--- config.mk ---
export PLATFORM = sky130hd
export DESIGN_NAME = uart_stream_core_flat
export DESIGN_NICKNAME = d
export VERILOG_FILES = /design/src/rtl/uart_stream_core_if.sv /design/src/rtl/uart_stream_core.sv /design/src/flat_wrapper.sv
export SDC_FILE = /design/constraint.sdc
export NUM_CORES = 1
export LEC_CHECK = 0
export CAP_MARGIN = 10
export CORE_UTILIZATION = 30
export CTS_CLUSTER_SIZE = 12
export DETAILED_ROUTE_END_ITERATION = 6
export MAX_ROUTING_LAYER = met4
export SLEW_MARGIN = 40
export SYNTH_ARGS = -nofsm -noshare
export SYNTH_HDL_FRONTEND = slang
export SYNTH_SLANG_ARGS = --single-unit
--- constraint.sdc ---
create_clock -name CLK -period 4.9 [get_ports CLK]
set_input_delay 0.98 -clock CLK [delete_from_list [all_inputs] [get_ports CLK]]
set_output_delay 0.98 -clock CLK [all_outputs]
set_load 0.005 [all_outputs]
--- src/rtl/uart_stream_core_if.sv ---
// Fabric-side stream bundle for uart_stream_core: the TX stream (fabric -> core) and the
// first-word-fall-through RX stream (core -> fabric), which carries per-entry error flags.
interface uart_stream_core_if #(
    parameter int DATA_W = 8
) ();
    logic [DATA_W-1:0] TX_DATA;
    logic              TX_VALID;
    logic              TX_READY;
    logic [DATA_W-1:0] RX_DATA;
    logic              RX_PERR;
    logic              RX_FERR;
    logic              RX_VALID;
    logic              RX_READY;

    modport master (
        output TX_DATA, TX_VALID, RX_READY,
        input  TX_READY, RX_DATA, RX_PERR, RX_FERR, RX_VALID
    );

    modport slave (
        input  TX_DATA, TX_VALID, RX_READY,
        output TX_READY, RX_DATA, RX_PERR, RX_FERR, RX_VALID
    );
endinterface

--- src/rtl/uart_stream_core.sv ---
// Full-duplex UART core: 16x baud tick generator, TX/RX frame engines with optional parity
// and two-stop-bit transmit, and one FIFO per direction (depth 2**FIFO_AW).
// RX FIFO entries carry {FERR, PERR, data}; a frame arriving at a full RX FIFO is dropped
// and flagged in the sticky OVERFLOW bit.
//
// state    | meaning
// S_IDLE   | line idle; TX waits for FIFO data, RX waits for a falling edge
// S_START  | start bit (RX checks mid-bit for a false start)
// S_DATA   | DATA_W data bits, LSB first
// S_PARITY | optional parity bit
// S_STOP   | stop bit(s); RX samples mid-bit and pushes the entry
// S_BREAK  | RX only: after a framing error, wait for the line to return high
module uart_stream_core #(
    parameter int DATA_W  = 8,
    parameter int FIFO_AW = 4
) (
    input  logic               CLK,
    input  logic               RESET,
    input  logic [12:0]        BAUD_VAL,
    input  logic               PARITY_EN,
    input  logic               ODD_N_EVEN,
    input  logic               STOP2,
    uart_stream_core_if.slave  strm,
    output logic [FIFO_AW:0]   TX_LEVEL,
    output logic [FIFO_AW:0]   RX_LEVEL,
    output logic               OVERFLOW,
    input  logic               OVF_CLR,
    output logic               TX_BUSY,
    input  logic               RX,
    output logic               TX
);
    localparam int DEPTH = 2 ** FIFO_AW;
    localparam int RW    = DATA_W + 2;
    localparam logic [FIFO_AW:0]   LVL_FULL  = (FIFO_AW + 1)'(DEPTH);
    localparam logic [FIFO_AW:0]   LVL_ONE   = (FIFO_AW + 1)'(1);
    localparam logic [FIFO_AW-1:0] PTR_ONE   = FIFO_AW'(1);
    localparam logic [3:0]         BCNT_LAST = 4'(DATA_W - 1);

    typedef enum logic [2:0] {S_IDLE, S_START, S_DATA, S_PARITY, S_STOP, S_BREAK} state_t;

    logic [12:0] baud_cnt_q, baud_cnt_d;
    logic        tick16;

    logic [DATA_W-1:0]  tx_mem_q [DEPTH];
    logic [DATA_W-1:0]  tx_mem_d [DEPTH];
    logic [FIFO_AW-1:0] tx_wp_q, tx_wp_d, tx_rp_q, tx_rp_d;
    logic [FIFO_AW:0]   tx_lvl_q, tx_lvl_d;
    logic               tx_push, tx_pop, tx_load, tx_bit_end;

    state_t             tx_state_q, tx_state_d;
    logic [DATA_W-1:0]  tx_sh_q, tx_sh_d;
    logic [3:0]         tx_tcnt_q, tx_tcnt_d, tx_bcnt_q, tx_bcnt_d;
    logic               tx_par_q, tx_par_d, tx_pen_q, tx_pen_d, tx_stop2_q, tx_stop2_d;
    logic               tx_q, tx_d;

    logic [RW-1:0]      rx_mem_q [DEPTH];
    logic [RW-1:0]      rx_mem_d [DEPTH];
    logic [FIFO_AW-1:0] rx_wp_q, rx_wp_d, rx_rp_q, rx_rp_d;
    logic [FIFO_AW:0]   rx_lvl_q, rx_lvl_d;
    logic               rx_push_req, rx_push, rx_pop, rx_drop;
    logic [RW-1:0]      rx_entry, rx_head;

    state_t             rx_state_q, rx_state_d;
    logic               rx_s1_q, rx_s1_d, rx_s2_q, rx_s2_d, rx_prev_q, rx_prev_d;
    logic [DATA_W-1:0]  rx_sh_q, rx_sh_d;
    logic [3:0]         rx_tcnt_q, rx_tcnt_d, rx_bcnt_q, rx_bcnt_d;
    logic               rx_pen_q, rx_pen_d, rx_odd_q, rx_odd_d, rx_perr_q, rx_perr_d;
    logic               rx_mid, rx_bit_end;
    logic               ovf_q, ovf_d;

    // Baud divider: free-running down-counter, tick16 on terminal count then reload.
    always_comb begin
        tick16     = (baud_cnt_q == 13'd0);
        baud_cnt_d = tick16 ? BAUD_VAL : baud_cnt_q - 13'd1;
    end

    // TX FIFO: push from the fabric stream, pop when the TX engine starts a frame.
    always_comb begin
        tx_push  = strm.TX_VALID && (tx_lvl_q != LVL_FULL);
        tx_mem_d = tx_mem_q;
        tx_wp_d  = tx_wp_q;
        tx_rp_d  = tx_rp_q;
        tx_lvl_d = tx_lvl_q;
        if (tx_push) begin
            tx_mem_d[tx_wp_q] = strm.TX_DATA;
            tx_wp_d           = tx_wp_q + PTR_ONE;
        end
        if (tx_pop) tx_rp_d = tx_rp_q + PTR_ONE;
        if (tx_push && !tx_pop)      tx_lvl_d = tx_lvl_q + LVL_ONE;
        else if (!tx_push && tx_pop) tx_lvl_d = tx_lvl_q - LVL_ONE;
    end

    // TX engine next state; frame config is latched on load so mid-frame changes are ignored.
    always_comb begin
        tx_state_d = tx_state_q;
        tx_sh_d    = tx_sh_q;
        tx_tcnt_d  = tx_tcnt_q;
        tx_bcnt_d  = tx_bcnt_q;
        tx_par_d   = tx_par_q;
        tx_pen_d   = tx_pen_q;
        tx_stop2_d = tx_stop2_q;
        tx_load    = 1'b0;
        tx_bit_end = tick16 && (tx_tcnt_q == 4'd15);
        if (tx_state_q != S_IDLE && tick16) tx_tcnt_d = tx_tcnt_q + 4'd1;
        case (tx_state_q)
            S_IDLE:   tx_load = (tx_lvl_q != '0);
            S_START:  if (tx_bit_end) tx_state_d = S_DATA;
            S_DATA: begin
                if (tx_bit_end) begin
                    tx_sh_d = tx_sh_q >> 1;
                    if (tx_bcnt_q == BCNT_LAST) begin
                        tx_bcnt_d  = 4'd0;
                        tx_state_d = tx_pen_q ? S_PARITY : S_STOP;
                    end else begin
                        tx_bcnt_d = tx_bcnt_q + 4'd1;
                    end
                end
            end
            S_PARITY: if (tx_bit_end) tx_state_d = S_STOP;
            S_STOP: begin
                if (tx_bit_end) begin
                    if (tx_stop2_q && tx_bcnt_q == 4'd0) tx_bcnt_d = 4'd1;
                    else if (tx_lvl_q != '0)             tx_load   = 1'b1;
                    else                                 tx_state_d = S_IDLE;
                end
            end
            default:  tx_state_d = S_IDLE;
        endcase
        if (tx_load) begin
            tx_sh_d    = tx_mem_q[tx_rp_q];
            tx_par_d   = (^tx_mem_q[tx_rp_q]) ^ ODD_N_EVEN;
            tx_pen_d   = PARITY_EN;
            tx_stop2_d = STOP2;
            tx_tcnt_d  = 4'd0;
            tx_bcnt_d  = 4'd0;
            tx_state_d = S_START;
        end
        tx_pop = tx_load;
        case (tx_state_d)
            S_START:  tx_d = 1'b0;
            S_DATA:   tx_d = tx_sh_d[0];
            S_PARITY: tx_d = tx_par_d;
            default:  tx_d = 1'b1;
        endcase
    end

    // RX engine next state: synchroniser, start detect, mid-bit sampling, entry build.
    always_comb begin
        rx_s1_d     = RX;
        rx_s2_d     = rx_s1_q;
        rx_prev_d   = rx_s2_q;
        rx_state_d  = rx_state_q;
        rx_sh_d     = rx_sh_q;
        rx_tcnt_d   = rx_tcnt_q;
        rx_bcnt_d   = rx_bcnt_q;
        rx_pen_d    = rx_pen_q;
        rx_odd_d    = rx_odd_q;
        rx_perr_d   = rx_perr_q;
        rx_push_req = 1'b0;
        rx_entry    = {!rx_s2_q, rx_perr_q, rx_sh_q};
        rx_mid      = tick16 && (rx_tcnt_q == 4'd7);
        rx_bit_end  = tick16 && (rx_tcnt_q == 4'd15);
        if (rx_state_q != S_IDLE && rx_state_q != S_BREAK && tick16) rx_tcnt_d = rx_tcnt_q + 4'd1;
        case (rx_state_q)
            S_IDLE: begin
                if (rx_prev_q && !rx_s2_q) begin
                    rx_state_d = S_START;
                    rx_tcnt_d  = 4'd0;
                    rx_bcnt_d  = 4'd0;
                    rx_perr_d  = 1'b0;
                    rx_pen_d   = PARITY_EN;
                    rx_odd_d   = ODD_N_EVEN;
                end
            end
            S_START: begin
                if (rx_mid && rx_s2_q) rx_state_d = S_IDLE;
                else if (rx_bit_end)   rx_state_d = S_DATA;
            end
            S_DATA: begin
                if (rx_mid) rx_sh_d = {rx_s2_q, rx_sh_q[DATA_W-1:1]};
                if (rx_bit_end) begin
                    if (rx_bcnt_q == BCNT_LAST) begin
                        rx_bcnt_d  = 4'd0;
                        rx_state_d = rx_pen_q ? S_PARITY : S_STOP;
                    end else begin
                        rx_bcnt_d = rx_bcnt_q + 4'd1;
                    end
                end
            end
            S_PARITY: begin
                if (rx_mid)     rx_perr_d  = rx_s2_q ^ (^rx_sh_q) ^ rx_odd_q;
                if (rx_bit_end) rx_state_d = S_STOP;
            end
            S_STOP: begin
                if (rx_mid) begin
                    rx_push_req = 1'b1;
                    rx_state_d  = rx_s2_q ? S_IDLE : S_BREAK;
                end
            end
            S_BREAK:  if (rx_s2_q) rx_state_d = S_IDLE;
            default:  rx_state_d = S_IDLE;
        endcase
    end

    // RX FIFO: a push into a full FIFO is accepted only if the head is popped in the same cycle.
    always_comb begin
        rx_pop   = (rx_lvl_q != '0) && strm.RX_READY;
        rx_push  = rx_push_req && ((rx_lvl_q != LVL_FULL) || rx_pop);
        rx_drop  = rx_push_req && !rx_push;
        rx_mem_d = rx_mem_q;
        rx_wp_d  = rx_wp_q;
        rx_rp_d  = rx_rp_q;
        rx_lvl_d = rx_lvl_q;
        if (rx_push) begin
            rx_mem_d[rx_wp_q] = rx_entry;
            rx_wp_d           = rx_wp_q + PTR_ONE;
        end
        if (rx_pop) rx_rp_d = rx_rp_q + PTR_ONE;
        if (rx_push && !rx_pop)      rx_lvl_d = rx_lvl_q + LVL_ONE;
        else if (!rx_push && rx_pop) rx_lvl_d = rx_lvl_q - LVL_ONE;
        ovf_d = (ovf_q && !OVF_CLR) || rx_drop;
    end

    // State registers with synchronous reset; reset also discards FIFO contents and partial frames.
    always_ff @(posedge CLK) begin
        if (RESET) begin
            baud_cnt_q <= 13'd0;
            for (int i = 0; i < DEPTH; i++) begin
                tx_mem_q[i] <= '0;
                rx_mem_q[i] <= '0;
            end
            tx_wp_q    <= '0;
            tx_rp_q    <= '0;
            tx_lvl_q   <= '0;
            tx_state_q <= S_IDLE;
            tx_sh_q    <= '0;
            tx_tcnt_q  <= 4'd0;
            tx_bcnt_q  <= 4'd0;
            tx_par_q   <= 1'b0;
            tx_pen_q   <= 1'b0;
            tx_stop2_q <= 1'b0;
            tx_q       <= 1'b1;
            rx_wp_q    <= '0;
            rx_rp_q    <= '0;
            rx_lvl_q   <= '0;
            rx_state_q <= S_IDLE;
            rx_s1_q    <= 1'b1;
            rx_s2_q    <= 1'b1;
            rx_prev_q  <= 1'b1;
            rx_sh_q    <= '0;
            rx_tcnt_q  <= 4'd0;
            rx_bcnt_q  <= 4'd0;
            rx_pen_q   <= 1'b0;
            rx_odd_q   <= 1'b0;
            rx_perr_q  <= 1'b0;
            ovf_q      <= 1'b0;
        end else begin
            baud_cnt_q <= baud_cnt_d;
            tx_mem_q   <= tx_mem_d;
            rx_mem_q   <= rx_mem_d;
            tx_wp_q    <= tx_wp_d;
            tx_rp_q    <= tx_rp_d;
            tx_lvl_q   <= tx_lvl_d;
            tx_state_q <= tx_state_d;
            tx_sh_q    <= tx_sh_d;
            tx_tcnt_q  <= tx_tcnt_d;
            tx_bcnt_q  <= tx_bcnt_d;
            tx_par_q   <= tx_par_d;
            tx_pen_q   <= tx_pen_d;
            tx_stop2_q <= tx_stop2_d;
            tx_q       <= tx_d;
            rx_wp_q    <= rx_wp_d;
            rx_rp_q    <= rx_rp_d;
            rx_lvl_q   <= rx_lvl_d;
            rx_state_q <= rx_state_d;
            rx_s1_q    <= rx_s1_d;
            rx_s2_q    <= rx_s2_d;
            rx_prev_q  <= rx_prev_d;
            rx_sh_q    <= rx_sh_d;
            rx_tcnt_q  <= rx_tcnt_d;
            rx_bcnt_q  <= rx_bcnt_d;
            rx_pen_q   <= rx_pen_d;
            rx_odd_q   <= rx_odd_d;
            rx_perr_q  <= rx_perr_d;
            ovf_q      <= ovf_d;
        end
    end

    assign rx_head       = rx_mem_q[rx_rp_q];
    assign strm.TX_READY = (tx_lvl_q != LVL_FULL);
    assign strm.RX_VALID = (rx_lvl_q != '0);
    assign strm.RX_DATA  = strm.RX_VALID ? rx_head[DATA_W-1:0] : '0;
    assign strm.RX_PERR  = strm.RX_VALID && rx_head[DATA_W];
    assign strm.RX_FERR  = strm.RX_VALID && rx_head[DATA_W+1];
    assign TX_LEVEL      = tx_lvl_q;
    assign RX_LEVEL      = rx_lvl_q;
    assign OVERFLOW      = ovf_q;
    assign TX_BUSY       = (tx_state_q != S_IDLE);
    assign TX            = tx_q;
endmodule

--- src/flat_wrapper.sv ---
// flat-port wrapper written by rule: the top's interface ports become plain ports
module uart_stream_core_flat 
#(
    parameter int DATA_W  = 8,
    parameter int FIFO_AW = 4
)
  (CLK, RESET, BAUD_VAL, PARITY_EN, ODD_N_EVEN, STOP2, TX_LEVEL, RX_LEVEL, OVERFLOW, OVF_CLR, TX_BUSY, RX, TX, strm_TX_DATA, strm_TX_VALID, strm_RX_READY, strm_TX_READY, strm_RX_DATA, strm_RX_PERR, strm_RX_FERR, strm_RX_VALID);
  uart_stream_core_if #(.DATA_W(DATA_W)) strm_i ();
  input  logic CLK;
  input  logic RESET;
  input  logic [12:0] BAUD_VAL;
  input  logic PARITY_EN;
  input  logic ODD_N_EVEN;
  input  logic STOP2;
  output logic [FIFO_AW:0] TX_LEVEL;
  output logic [FIFO_AW:0] RX_LEVEL;
  output logic OVERFLOW;
  input  logic OVF_CLR;
  output logic TX_BUSY;
  input  logic RX;
  output logic TX;
  input wire logic [$bits(strm_i.TX_DATA)-1:0] strm_TX_DATA;
  input wire logic [$bits(strm_i.TX_VALID)-1:0] strm_TX_VALID;
  input wire logic [$bits(strm_i.RX_READY)-1:0] strm_RX_READY;
  output wire logic [$bits(strm_i.TX_READY)-1:0] strm_TX_READY;
  output wire logic [$bits(strm_i.RX_DATA)-1:0] strm_RX_DATA;
  output wire logic [$bits(strm_i.RX_PERR)-1:0] strm_RX_PERR;
  output wire logic [$bits(strm_i.RX_FERR)-1:0] strm_RX_FERR;
  output wire logic [$bits(strm_i.RX_VALID)-1:0] strm_RX_VALID;
  assign strm_i.TX_DATA = strm_TX_DATA;
  assign strm_i.TX_VALID = strm_TX_VALID;
  assign strm_i.RX_READY = strm_RX_READY;
  assign strm_TX_READY = strm_i.TX_READY;
  assign strm_RX_DATA = strm_i.RX_DATA;
  assign strm_RX_PERR = strm_i.RX_PERR;
  assign strm_RX_FERR = strm_i.RX_FERR;
  assign strm_RX_VALID = strm_i.RX_VALID;
  uart_stream_core #(.DATA_W(DATA_W), .FIFO_AW(FIFO_AW)) u_core (.CLK(CLK), .RESET(RESET), .BAUD_VAL(BAUD_VAL), .PARITY_EN(PARITY_EN), .ODD_N_EVEN(ODD_N_EVEN), .STOP2(STOP2), .strm(strm_i), .TX_LEVEL(TX_LEVEL), .RX_LEVEL(RX_LEVEL), .OVERFLOW(OVERFLOW), .OVF_CLR(OVF_CLR), .TX_BUSY(TX_BUSY), .RX(RX), .TX(TX));
endmodule
==> results.toml <==
[timing]
skew_ps = 28.48
rsz0062_at_grt = "no"
slew_viol_final = 0
worstMarginPinSlew_ps = 826.7
slew_headroom_pct = 44.68
hold_ws_ps = 421.9
final-hold-violation-count = 0
fmax_mhz = 244.5
final.setup.worst_slack_ps = 809.4
min_period_ps = 4091
post-route-period-util_pct = 83.48
setup_violations = 0
fin_setup_tns_ps = 0

[drt]
drc = 0
final_antenna_net_count = 0
drt-initial-drc-count = 1114
vias_per_cell = 5.027
dr.pass1.iters = 6
vias = 13120
wl_per_cell_um = 16.73
wl_um = 43670

[synth]
seq_area_frac_synth_pct = 44.42
synth_compound_area_share_pct = 9.429
yosys-mux-area-fraction_pct = 19.71
syn-num-nets = 1927
synth_xor_area_share_pct = 2.665
synthSimpleGateAreaFrac_pct = 18.05
syn_area_mm2 = 0.01695
synth_seq_cells = 376
synth_edf_count = 0
synth_area_per_cell_um2 = 9.057
async_flop_share_pct = 0
synth_fa_ha_area_share_pct = 2.008
synth_cell_types = 53
syn_inst = 1871
synthFlopType = "dfxtp_1"
ys_warn_count = 0
synth_top_family_by_area = "multiplexers"

[grt]
grt.total_usage_pct = 15.71
antenna_found_initial = 0
grt_pass1_wl_um = 70160
grt_pass1_vias = 12720
grt_max_degree = 116
grt.overflow.total = 0

[worst_setup_path]
crit_required_ps = 3920
cp_num_buf_inv = 2
critPathLaunchType = "flop"
cp_slowest_cell = "dfxtp_4"
worst_setup_path_end_kind = "primary output"
path_max_fanout = 28
cp_cell_sequence = "buf_4 -> mux4_2 -> mux4_2 -> and2_1 -> clkdlybuf4s50_1"
cp_top_family = "multiplexers"
critPathArrivalTime_ps = 3110
path_class = "reg -> out"
slowest_delay_ps = 640
critPathMostFrequentCell = "mux4_2"
r2r_slack_ps = 880

[power]
total_power_mw = 8.160
ir_drop_mv = 0.2156
power_leakage_nw = 7.440
p_per_area_mw_per_mm2 = 419.4

[clock_tree]
clkSinkCount = 376
post-cts-setup-buffers = 0
cts_made_buffers = 42
cts-resized-gates = 0
cts_root_buf = "clkbuf_16"
cts.clk_slew.worst_paths_ps = 60
cts.path.max_buffers = 3
cts_hold_buf = 0
cts-htree-levels = 2
cts_tree = "built"
insertion_delay_ps = 580

[floorplan]
pin_count = 55
dieArea_mm2 = 0.05744
die_h_um = 239.7
start_util_pct = 30.58
fp-row-count = 86
coreArea_mm2 = 0.05542
die_width_um = 239.7

[job]
cap_violations = 0

[layout]
fin_nets = 1891
n_antenna_cell = 0
areaGrowthSynthToFinish_pct = 14.81
instances_no_fill = 2610
drive_gt1_share_pct = 9.452

[placed_design]
gp_congestion = 0.8247
place_ws_ps = 919.8
dp_hpwl_um = 28140
port_buffers = 54
post-place-cells = 2539

[worst_hold_path]
hold_path_class = "reg -> reg"

[outcome]
status = "finished clean"
-- synthesized netlist by cell type (2+ instances only) --
master / number / area [um2]
mux2i_1: 184 / 1842
o31ai_1: 2 / 15.01
nor3_1: 19 / 95.09
inv_1: 15 / 56.30
a21oi_1: 193 / 965.9
clkbuf_1: 117 / 439.2
or3_1: 9 / 56.30
or2_2: 3 / 18.77
ha_1: 24 / 300.3
nand4_1: 12 / 75.07
xor2_1: 18 / 157.7
a211oi_1: 10 / 75.07
nor2b_1: 12 / 75.07
nand3b_1: 5 / 37.54
nand2_1: 314 / 1179
nor4bb_1: 2 / 20.02
buf_2: 12 / 60.06
a311oi_1: 4 / 35.03
a21o_1: 4 / 30.03
nor2_1: 268 / 1006
dfxtp_1: 376 / 7527
o21ai_0: 16 / 80.08
xnor2_1: 31 / 271.5
o21ai_1: 25 / 125.1
nand2b_1: 8 / 50.05
and2_1: 14 / 87.58
buf_1: 15 / 56.30
fa_1: 2 / 40.04
a221oi_1: 16 / 140.1
nor3_2: 3 / 30.03
a22oi_1: 11 / 82.58
nand3_1: 36 / 180.2
mux4_2: 66 / 1486
nor4_1: 4 / 25.02
and3_1: 3 / 18.77
-- per-layer routing --
layer / vias to the layer above / part of all wire (%) / track usage [%]
met5: - / 0 / -
met4: 0 / 2.0 / 4.740
met3: 58 / 5.7 / 2.743
met2: 371 / 47 / 25.20
met1: 6342 / 45 / 20.09
li1: 6350 / - / -
-- where the power goes --
part / total (mW) / internal [mW] / switching [mW] / leakage (nW)
clock: 3.21 / 1.92 / 1.29 / 0.690
combinational: 1.59 / 0.707 / 0.879 / 3.71
sequential: 3.36 / 3.20 / 0.161 / 3.04
-- worst paths after layout --
check                                          to  depth (start not counted)                             from
setup / recovery                  strm_RX_DATA[3]                          5   u_core.rx_rp_q[1]$_SDFFE_PP0P_
hold / removal        u_core.rx_prev_d$_SDFF_PP1_                          1        u_core.rx_s1_q$_SDFF_PP1_
setup reg to reg  u_core.TX_LEVEL[4]$_SDFFE_PP0P_                         15  u_core.baud_cnt_q[3]$_SDFF_PP0_
hold reg to reg       u_core.rx_prev_d$_SDFF_PP1_                          1        u_core.rx_s1_q$_SDFF_PP1_
-- logic make-up after synthesis --
kind of cell / Yosys count
AOI/OAI and AO/OA: 285
xor gates and xnor gates: 50
adders and majority gates: 26
buffers and inverters: 162
DFF: 376
muxes: 251
and+or+nand+nor: 721
-- registers in the layout (all words and copies together) (netlist names), 3 cells and up --
signal / count
u_core.rx_bcnt_q: 4
u_core.baud_cnt_q: 13
u_core.rx_state_q: 3
u_core.rx_rp_q: 4
u_core.tx_sh_q: 8
u_core.tx_rp_q: 4
u_core.tx_wp_q: 4
u_core.tx_tcnt_q: 4
u_core.rx_mem_q: 160
u_core.tx_mem_q: 128
u_core.rx_tcnt_q: 4
u_core.RX_LEVEL: 5
u_core.rx_sh_q: 8
u_core.tx_state_q: 3
u_core.TX_LEVEL: 5
u_core.rx_wp_q: 4
u_core.tx_bcnt_q: 4
-- area by class of cell --
cell class | count | area [um2]
Tap cell | 748 | 935.9
Timing Repair Buffer | 65 | 698.2
Fill cell | 5520 | 35960
Sequential cell | 376 | 7546
Inverter | 17 | 63.81
Clock inverter | 14 | 224.0
Multi-Input combinational cell | 1333 | 8801
Clock buffer | 57 | 1187
-- per-stage QoR --
step / util [%] / area (um2)
6_report: 35.11 / 19460
4_1_cts: 35.08 / 19440
2_1_floorplan: - / 16950
3_5_place_dp: 32.53 / 18030
5_1_grt: 35.11 / 19460
3_3_place_gp: 32.46 / 17990
-- placed cells by master (no fill, tap or decap), types with 12 or more instances in the layout --
cell,count
inv_1,15
mux2i_1,184
nand2_1,313
dfxtp_1,363
nand3_1,36
mux4_2,66
a21oi_1,193
nand4_1,12
xnor2_1,31
nor2_1,264
and2_1,14
o21ai_0,16
o21ai_1,25
nor3_1,19
dfxtp_2,12
ha_1,24
a221oi_1,16
clkbuf_16,42
nor2b_1,12
xor2_1,18
clkdlybuf4s50_1,53
Power figures use the tool's default switching activity.
